[src/rtl/serv_rf_ram_resp.sv]
// serv_rf_ram_resp: RAM-side responder for the SERV register-file interface.
// Holds the 1R1W register-file array. After reset it clears every word, then
// serves the core's read/write strobes. A debug port uses array cycles that
// the core leaves idle, and the core always wins.
//
// Ports:
//   i_clk, i_rst       clock (rising edge), asynchronous active-high reset
//   i_waddr/i_wdata    core write word address / data, strobed by i_wen
//   i_raddr/i_ren      core read word address / strobe
//   o_rdata            core read data, one cycle after i_ren
//   o_init_done        high once the clear sweep has finished
//   i_dbg_req          debug request, held high until o_dbg_ack
//   i_dbg_we           debug write(1) / read(0)
//   i_dbg_addr         debug word address
//   i_dbg_wdata        debug write data
//   o_dbg_ack          single-cycle completion pulse
//   o_dbg_rdata        debug read data, valid with o_dbg_ack on reads
module serv_rf_ram_resp #(
    parameter int unsigned width    = 8,
    parameter int unsigned csr_regs = 4,
    parameter int unsigned raw      = $clog2(32 + csr_regs),
    parameter int unsigned aw       = 5 + raw - $clog2(width),
    parameter int unsigned depth    = 32 * (32 + csr_regs) / width
) (
    input  logic             i_clk,
    input  logic             i_rst,
    input  logic [aw-1:0]    i_waddr,
    input  logic [width-1:0] i_wdata,
    input  logic             i_wen,
    input  logic [aw-1:0]    i_raddr,
    input  logic             i_ren,
    output logic [width-1:0] o_rdata,
    output logic             o_init_done,
    input  logic             i_dbg_req,
    input  logic             i_dbg_we,
    input  logic [aw-1:0]    i_dbg_addr,
    input  logic [width-1:0] i_dbg_wdata,
    output logic             o_dbg_ack,
    output logic [width-1:0] o_dbg_rdata
);

    localparam logic [1:0] INIT     = 2'd0;
    localparam logic [1:0] RUN      = 2'd1;
    localparam logic [1:0] DBG_WAIT = 2'd2;

    // One extra bit so the range check also works when depth == 2**aw.
    localparam logic [aw:0]   DEPTH_EXT = (aw + 1)'(depth);
    localparam logic [aw-1:0] LAST_WORD = aw'(depth - 1);

    logic [width-1:0] r_mem [0:depth-1];

    logic [1:0]       r_state;
    logic [1:0]       w_state_nxt;
    logic [aw-1:0]    r_cnt;
    logic [aw-1:0]    w_cnt_nxt;
    logic [width-1:0] r_dbg_q;

    logic             w_we;
    logic [aw-1:0]    w_wa;
    logic [width-1:0] w_wd;
    logic             w_core_rd;
    logic             w_dbg_rd_go;
    logic             w_dbg_load;
    logic             w_ack_nxt;
    logic             w_done_nxt;

    logic w_waddr_ok;
    logic w_raddr_ok;
    logic w_daddr_ok;

    assign w_waddr_ok = ({1'b0, i_waddr}    < DEPTH_EXT);
    assign w_raddr_ok = ({1'b0, i_raddr}    < DEPTH_EXT);
    assign w_daddr_ok = ({1'b0, i_dbg_addr} < DEPTH_EXT);

    // State and clear-counter register.
    always_ff @(posedge i_clk or posedge i_rst) begin
        if (i_rst) begin
            r_state <= INIT;
            r_cnt   <= '0;
        end else begin
            r_state <= w_state_nxt;
            r_cnt   <= w_cnt_nxt;
        end
    end

    // Next state, write-port mux and debug arbitration.
    always_comb begin
        w_state_nxt = r_state;
        w_cnt_nxt   = r_cnt;
        w_we        = 1'b0;
        w_wa        = i_waddr;
        w_wd        = i_wdata;
        w_core_rd   = 1'b0;
        w_dbg_rd_go = 1'b0;
        w_dbg_load  = 1'b0;
        w_ack_nxt   = 1'b0;
        w_done_nxt  = o_init_done;
        case (r_state)
            INIT: begin
                w_we      = 1'b1;
                w_wa      = r_cnt;
                w_wd      = '0;
                w_cnt_nxt = r_cnt + aw'(1);
                if (r_cnt == LAST_WORD) begin
                    w_state_nxt = RUN;
                    w_done_nxt  = 1'b1;
                end
            end
            RUN: begin
                w_core_rd = i_ren;
                w_we      = i_wen && w_waddr_ok;
                // No grant while the previous ack is still showing.
                if (i_dbg_req && !o_dbg_ack) begin
                    if (i_dbg_we && !i_wen) begin
                        w_we      = w_daddr_ok;
                        w_wa      = i_dbg_addr;
                        w_wd      = i_dbg_wdata;
                        w_ack_nxt = 1'b1;
                    end else if (!i_dbg_we && !i_ren) begin
                        w_dbg_rd_go = 1'b1;
                        w_state_nxt = DBG_WAIT;
                    end
                end
            end
            DBG_WAIT: begin
                w_core_rd   = i_ren;
                w_we        = i_wen && w_waddr_ok;
                w_dbg_load  = 1'b1;
                w_ack_nxt   = 1'b1;
                w_state_nxt = RUN;
            end
            default: begin
                w_state_nxt = INIT;
                w_cnt_nxt   = '0;
            end
        endcase
    end

    // Array write port; contents are cleared by the INIT sweep, not by reset.
    always_ff @(posedge i_clk) begin
        if (w_we) begin
            r_mem[w_wa] <= w_wd;
        end
    end

    // Registered outputs and the debug read staging register.
    always_ff @(posedge i_clk or posedge i_rst) begin
        if (i_rst) begin
            o_rdata     <= '0;
            o_init_done <= 1'b0;
            o_dbg_ack   <= 1'b0;
            o_dbg_rdata <= '0;
            r_dbg_q     <= '0;
        end else begin
            o_init_done <= w_done_nxt;
            o_dbg_ack   <= w_ack_nxt;
            if (w_core_rd) begin
                o_rdata <= w_raddr_ok ? r_mem[i_raddr] : '0;
            end
            if (w_dbg_rd_go) begin
                r_dbg_q <= w_daddr_ok ? r_mem[i_dbg_addr] : '0;
            end
            if (w_dbg_load) begin
                o_dbg_rdata <= r_dbg_q;
            end
        end
    end

endmodule

[config.mk]
export PLATFORM = sky130hd
export DESIGN_NAME = serv_rf_ram_resp
export DESIGN_NICKNAME = d
export VERILOG_FILES = /design/src/rtl/serv_rf_ram_resp.sv
export SDC_FILE = /design/constraint.sdc
export NUM_CORES = 1
export LEC_CHECK = 0
export ABC_AREA = 0
export ABC_CLOCK_PERIOD_IN_PS = 10900
export CORE_ASPECT_RATIO = 1.75
export CORE_UTILIZATION = 25
export DETAILED_ROUTE_END_ITERATION = 8
export PLACE_DENSITY = 0.37
export SETUP_SLACK_MARGIN = 0.5
export SYNTH_ARGS = -nofsm -noshare
export SYNTH_HDL_FRONTEND = slang
export SYNTH_SLANG_ARGS = --single-unit
[constraint.sdc]
create_clock -name i_clk -period 10.9 [get_ports i_clk]
set_input_delay 1.635 -clock i_clk [delete_from_list [all_inputs] [get_ports i_clk]]
set_output_delay 1.635 -clock i_clk [all_outputs]
set_load 0.03 [all_outputs]
; After elaboration in Yosys (flattened, before gate mapping)
; Memories as Yosys holds them, arrays and structs flattened.
; Cells that the tools add are included.
; W data, S select, Z words.
[totals]
ff_bits = 36
mem_bits_rw = 1152
wordCells = 59
out_inout_bits = 18
input_bits = 46
mem_count = 1
[memory_table]
columns = name, words, width, read_ports, rd_ports_with_merged_regs, write_ports, line
row1 = r_mem, 144, 8, 2, 0, 1, 50  ; logic [width-1:0] r_mem [0:depth-1];
[op_classes]
muxes = 28
reduce_logical = 12
eq_ne = 7
n_lt_le_gt_ge = 3
add_sub_neg = 1
[ops]
columns = operator, n
row1 = $mux W8, 6
row2 = $pmux W8 S2, 3
row3 = $lt A8 B8 Y1 const B, 3
row4 = $mux W1, 12
row5 = $add A8 B1 Y8 const B, 1
row6 = $eq A8 B8 Y1 const B, 1
row7 = $mux W2, 4
row8 = $ne A2 B2 Y1 const B, 4
row9 = $pmux W2 S3, 1
row10 = $logic_and A1 B1 Y1, 4
row11 = $logic_not A1 Y1, 4
row12 = $reduce_and A4 Y1, 1
row13 = $pmux W1 S3, 1
row14 = $eq A2 B1 Y1 const B, 1
row15 = $eq A2 B2 Y1 const B, 1
row16 = $logic_not A2 Y1, 1
row17 = $pmux W1 S2, 1
row18 = $reduce_and A2 Y1, 1
row19 = $reduce_or A2 Y1, 1

; Longest topological paths before layout
[depth]
depth_word = 7
depth_mapped = 12
depth_no_buf = 8

; Worst setup path before layout
; Ideal clock, no wire load.
[synth_timing]
kind = input -> register
start = input port i_wen
end = memory r_mem[0][1] (data pin)
setup_ns = 1.320
cell_stages = 5
arrival_time_ns = 7.864
path_slack_ns = 1.716
cell_sequence = and4bb_1 buf_6 buf_6 mux2i_1 o21ai_0
[synth_between]
elab_chain_cells = 5
[synth_lines]
columns = element, line
row1 = from (decl), 29  ; input logic i_wen,
row2 = $logic_not A1 Y1, 114  ; if (i_dbg_we && !i_wen) begin
row3 = $logic_and A1 B1 Y1, 114
row4 = $mux W8, 114
row5 = $mux W8, 113  ; if (i_dbg_req && !o_dbg_ack) begin
row6 = $pmux W8 S2, 98  ; case (r_state)
row7 = named net w_wd[1], 60  ; logic [width-1:0] w_wd;
row8 = to (decl), 50
; The timed path passes the listed nets, and every way through them passes these cells.

; Final worst setup path
[layout_timing]
start = input port i_dbg_addr[5]
end = memory r_mem[44][0] (enable)
[layout_between]
elab_chain_cells = 6
elab_cells_between_ends = 9
classes_between = order compare (1) / mux (8)
[layout_lines]
columns = element, line
row1 = from (decl), 36  ; input logic [aw-1:0] i_dbg_addr,
row2 = $lt A8 B8 Y1, 73  ; assign w_daddr_ok = ({1'b0, i_dbg_addr} < DEPTH_EXT);
row3 = $mux W1, 114
row4 = $mux W1, 113
row5 = $pmux W1 S3, 98
row6 = $mux W1, 141  ; if (w_we) begin
row7 = $mux W1 (not written as such), 142  ; r_mem[w_wa] <= w_wd;
; Parallel ways exist; a longest one is shown, timed or not.

==> flow_summary_export.csv <==
group,metric,value,unit
worst_setup_path,slowest_delay,0.95,ns
synth,syn-cell-area,56400,um2
global_route,antenna_found_initial,5,
hold_path,hold_path_depth,1,
die,std_cell_rows,230,
power_and_ir_drop,peakVddDrop,0.203,mV
clocking,cts_root_buf,"clkbuf_16",
cells_and_area,fillers,21884,
worst_setup_path,r2r-start,"r_state[0]",
clocking,cts_tree,"yes",
timing,tns,0,ns
synth,ys.flop_type,"edfxtp_1",
synth,syn_inst,2913,
timing,post-route-period-util,52.6,%
timing,setup_violations,0,
drt,drtPass1Iterations,5,
drt,drt-total-wl,222,mm
die,initial_utilization,25.2,%
synth,synth_edf_count,1152,
synth,yosysSeqAreaShare,62.9,%
timing,slew_headroom,-7.18,%
die,die_area,228000,um2
worst_setup_path,cp_slowest_cell,"nor2_1",
drt,drc,0,
worst_setup_path,cp_data_arrival_time,6.08,ns
clocking,cts_sinks,1188,
clocking,cts_resized,0,
cells_and_area,areaGrowthSynthToFinish,14.1,%
die,die_w,361,um
clocking,max-clock-path-buffers,3,
worst_setup_path,crit_path_start_kind,"primary input",
global_route,grt_pass1_vias,33509,
timing,max_freq,0.174,GHz
timing,rsz0062_at_grt,"false",
die,die_h,630,um
placement,place_inst,5768,
placement,hpwl,154,mm
status,outcome,"finished with violations",
worst_setup_path,timing.rr.end,"r_mem[48][2]",
worst_setup_path,cp.buffers_inverters,1,
drt,final_antenna_net_count,0,
clocking,holdBufCountCts,0,
synth,async_flop_share,3.03,%
worst_setup_path,critPathRequiredTime,11.24,ns
clocking,numCtsBuffers,114,
synth,synth_warnings,0,
timing,tightest_slew,1.61,ns
placement,gpl.final_weighted_congestion,0.885,
worst_setup_path,path_cells,"clkdlybuf4s50_1, o31ai_1, nand3_1, a21oi_4, nor4b_1, nand2_1, nor2_1",
run,cap_viol_max_count,0,
clocking,postCtsSetupBuffers,0,
synth,synth_cell_types,68,
hold_path,hold_path_class,"reg -> reg",
synth,syn_nets,2964,
hold_path,hold-path-endpoint,"o_init_done",
die,io-pin-count,64,
power_and_ir_drop,power_density,207,nW/um2
global_route,grt.total_usage,19.3,%
power_and_ir_drop,power.leakage,19.8,nW
worst_setup_path,worstSetupPathType,"in -> reg",
die,core,224000,um2
placement,numPortBuffers,63,
clocking,clk_pin_slew_worst_paths,0.06,ns
clocking,clk_latency,0.74,ns
clocking,cts.htree.levels,3,
status,violations,"slew limit",
cells_and_area,layout.nets,3036,
global_route,grt-ovfl-total,0,
hold_path,worstHoldStart,"o_init_done",
global_route,grt_max_degree,145,
timing,finalMaxSlewViolations,69,
timing,finalCriticalPeriod,5.74,ns
worst_setup_path,critPathCaptureType,"flop",
drt,routedWlPerCell,37.0,um
timing,hold_viol,0,
global_route,grt_first_pass_wirelength,301,mm
timing,clock_skew,0.0420,ns
worst_setup_path,cp_max_fo,17,
worst_setup_path,reg2reg_slack,5.91,ns
worst_setup_path,ff2ff_path_depth,8,
drt,route.vias.total,31268,
drt,drt_iter0_drc,2968,
worst_setup_path,path_delay_family,"simple AND/OR/NAND/NOR gates",
cells_and_area,layoutNonFillerInstCount,5987,
drt,viasPerCell,5.22,
synth,synth_area_per_cell,19.4,um2
synth,ys_ff_latch,1188,
cells_and_area,drive_above_1_share,31.5,%
area by class of cell:
class	instances	area [um2]	area share (%)
Clock buffer	131	2940	4.56
Multi-Input combinational cell	1493	19700	30.6
Inverter	12	45.0	0.0700
Timing Repair Buffer	176	1570	2.45
Tap cell	2900	3630	5.64
Antenna cell	2	5.00	0.00778
Sequential cell	1188	35500	55.1
Clock inverter	85	995	1.55
cells in the mapped netlist, types with 24 or more instances:
cell | count | area (um2)
mux2i_1 | 182 | 1820
nand2_1 | 61 | 229
edfxtp_1 | 1152 | 34600
a221oi_1 | 29 | 254
a211oi_1 | 24 | 180
o21ai_0 | 57 | 285
nor2b_1 | 32 | 200
nor2_1 | 200 | 751
mux2_2 | 33 | 372
mux4_2 | 600 | 13500
clkbuf_1 | 56 | 210
buf_4 | 48 | 360
dfrtp_1 | 36 | 901
buf_2 | 72 | 360
a21oi_1 | 32 | 160
cells by family (layout without fill, tap and decap cells):
logic type               after synthesis  in the layout  share of synthesized area, %
other                                  0              2                             0
buffers and inverters                232            404                          2.35
adder cells (fa/ha/maj)                5              5                         0.111
AND/OR/NAND/NOR                      393            393                          3.19
multiplexers                         816            816                          27.9
flip-flops                          1188           1188                          62.9
AO/OA/AOI/OAI                        279            279                          3.53
state kept, by name, summed over array words and instances (netlist names):
name and cells:
o_dbg_ack 1, o_dbg_rdata 8, o_init_done 1, o_rdata 8
r_cnt 8, r_dbg_q 8, r_mem 1152, r_state 2
cell usage in the layout, fill, tap and decap left out, types with 33 or more instances in the layout:
master	netlist	routed
buf_4	48	106
clkbuf_16	0	115
clkdlybuf4s50_1	0	53
dfrtp_1	36	36
edfxtp_1	1152	1152
mux2_2	33	33
mux2i_1	182	182
mux4_2	600	600
nand2_1	61	61
nor2_1	200	197
o21ai_0	57	51
how the worst max path moves through the flow:
stage,startpoint,end,slack (ns),cells past startpoint
2_1_floorplan,i_wen,r_mem[0][1],1.72,5
3_3_place_gp,i_dbg_addr[0],r_dbg_q[2],4.44,8
3_5_place_dp,i_wen,r_mem[138][1],4.50,8
4_1_cts,i_wen,r_mem[138][7],5.31,8
5_1_grt,i_dbg_addr[5],r_mem[108][7],5.05,7
6_report,i_dbg_addr[5],r_mem[44][0],5.16,7
per-layer routing:
layer | global-route usage, % | vias up | share of wire, % | routed length [um]
met5 | 0 | - | 0 | 0
met1 | 20.5 | 17254 | 35 | 76900
met4 | 10.8 | 0 | 6.4 | 14200
met3 | 1.80 | 335 | 3.6 | 7890
met2 | 37.0 | 1084 | 55 | 123000
li1 | - | 12595 | - | -
stage by stage:
step	total power, mW	area (um2)	setup WS (ns)	hold slack (ns)	utilization (%)
global route	13.7	64400	5.05	0.525	28.7
global placement	9.16	60400	4.44	0.489	26.9
floorplan	7.84	56400	1.72	0.478	-
CTS	13.5	64300	5.31	0.498	28.7
finish	13.3	64400	5.16	0.481	28.7
detailed placement	9.22	60400	4.50	0.484	27.0
worst register-to-register path, cell delays in order (launching register included):
cell and delay, ns:
dfrtp_1 0.40, inv_1 0.12, ha_1 0.72, nor2_1 0.20, buf_4 0.27, a22o_1 0.28
nor3_1 0.89, nand2_1 0.69, nor2_1 1.02
where the power goes:
part	internal (mW)	total, mW	switching [mW]
combinational	0.664	2.94	2.28
clock	2.40	4.29	1.89
sequential	6.01	6.11	0.0996
Power figures use the tool's default switching activity.
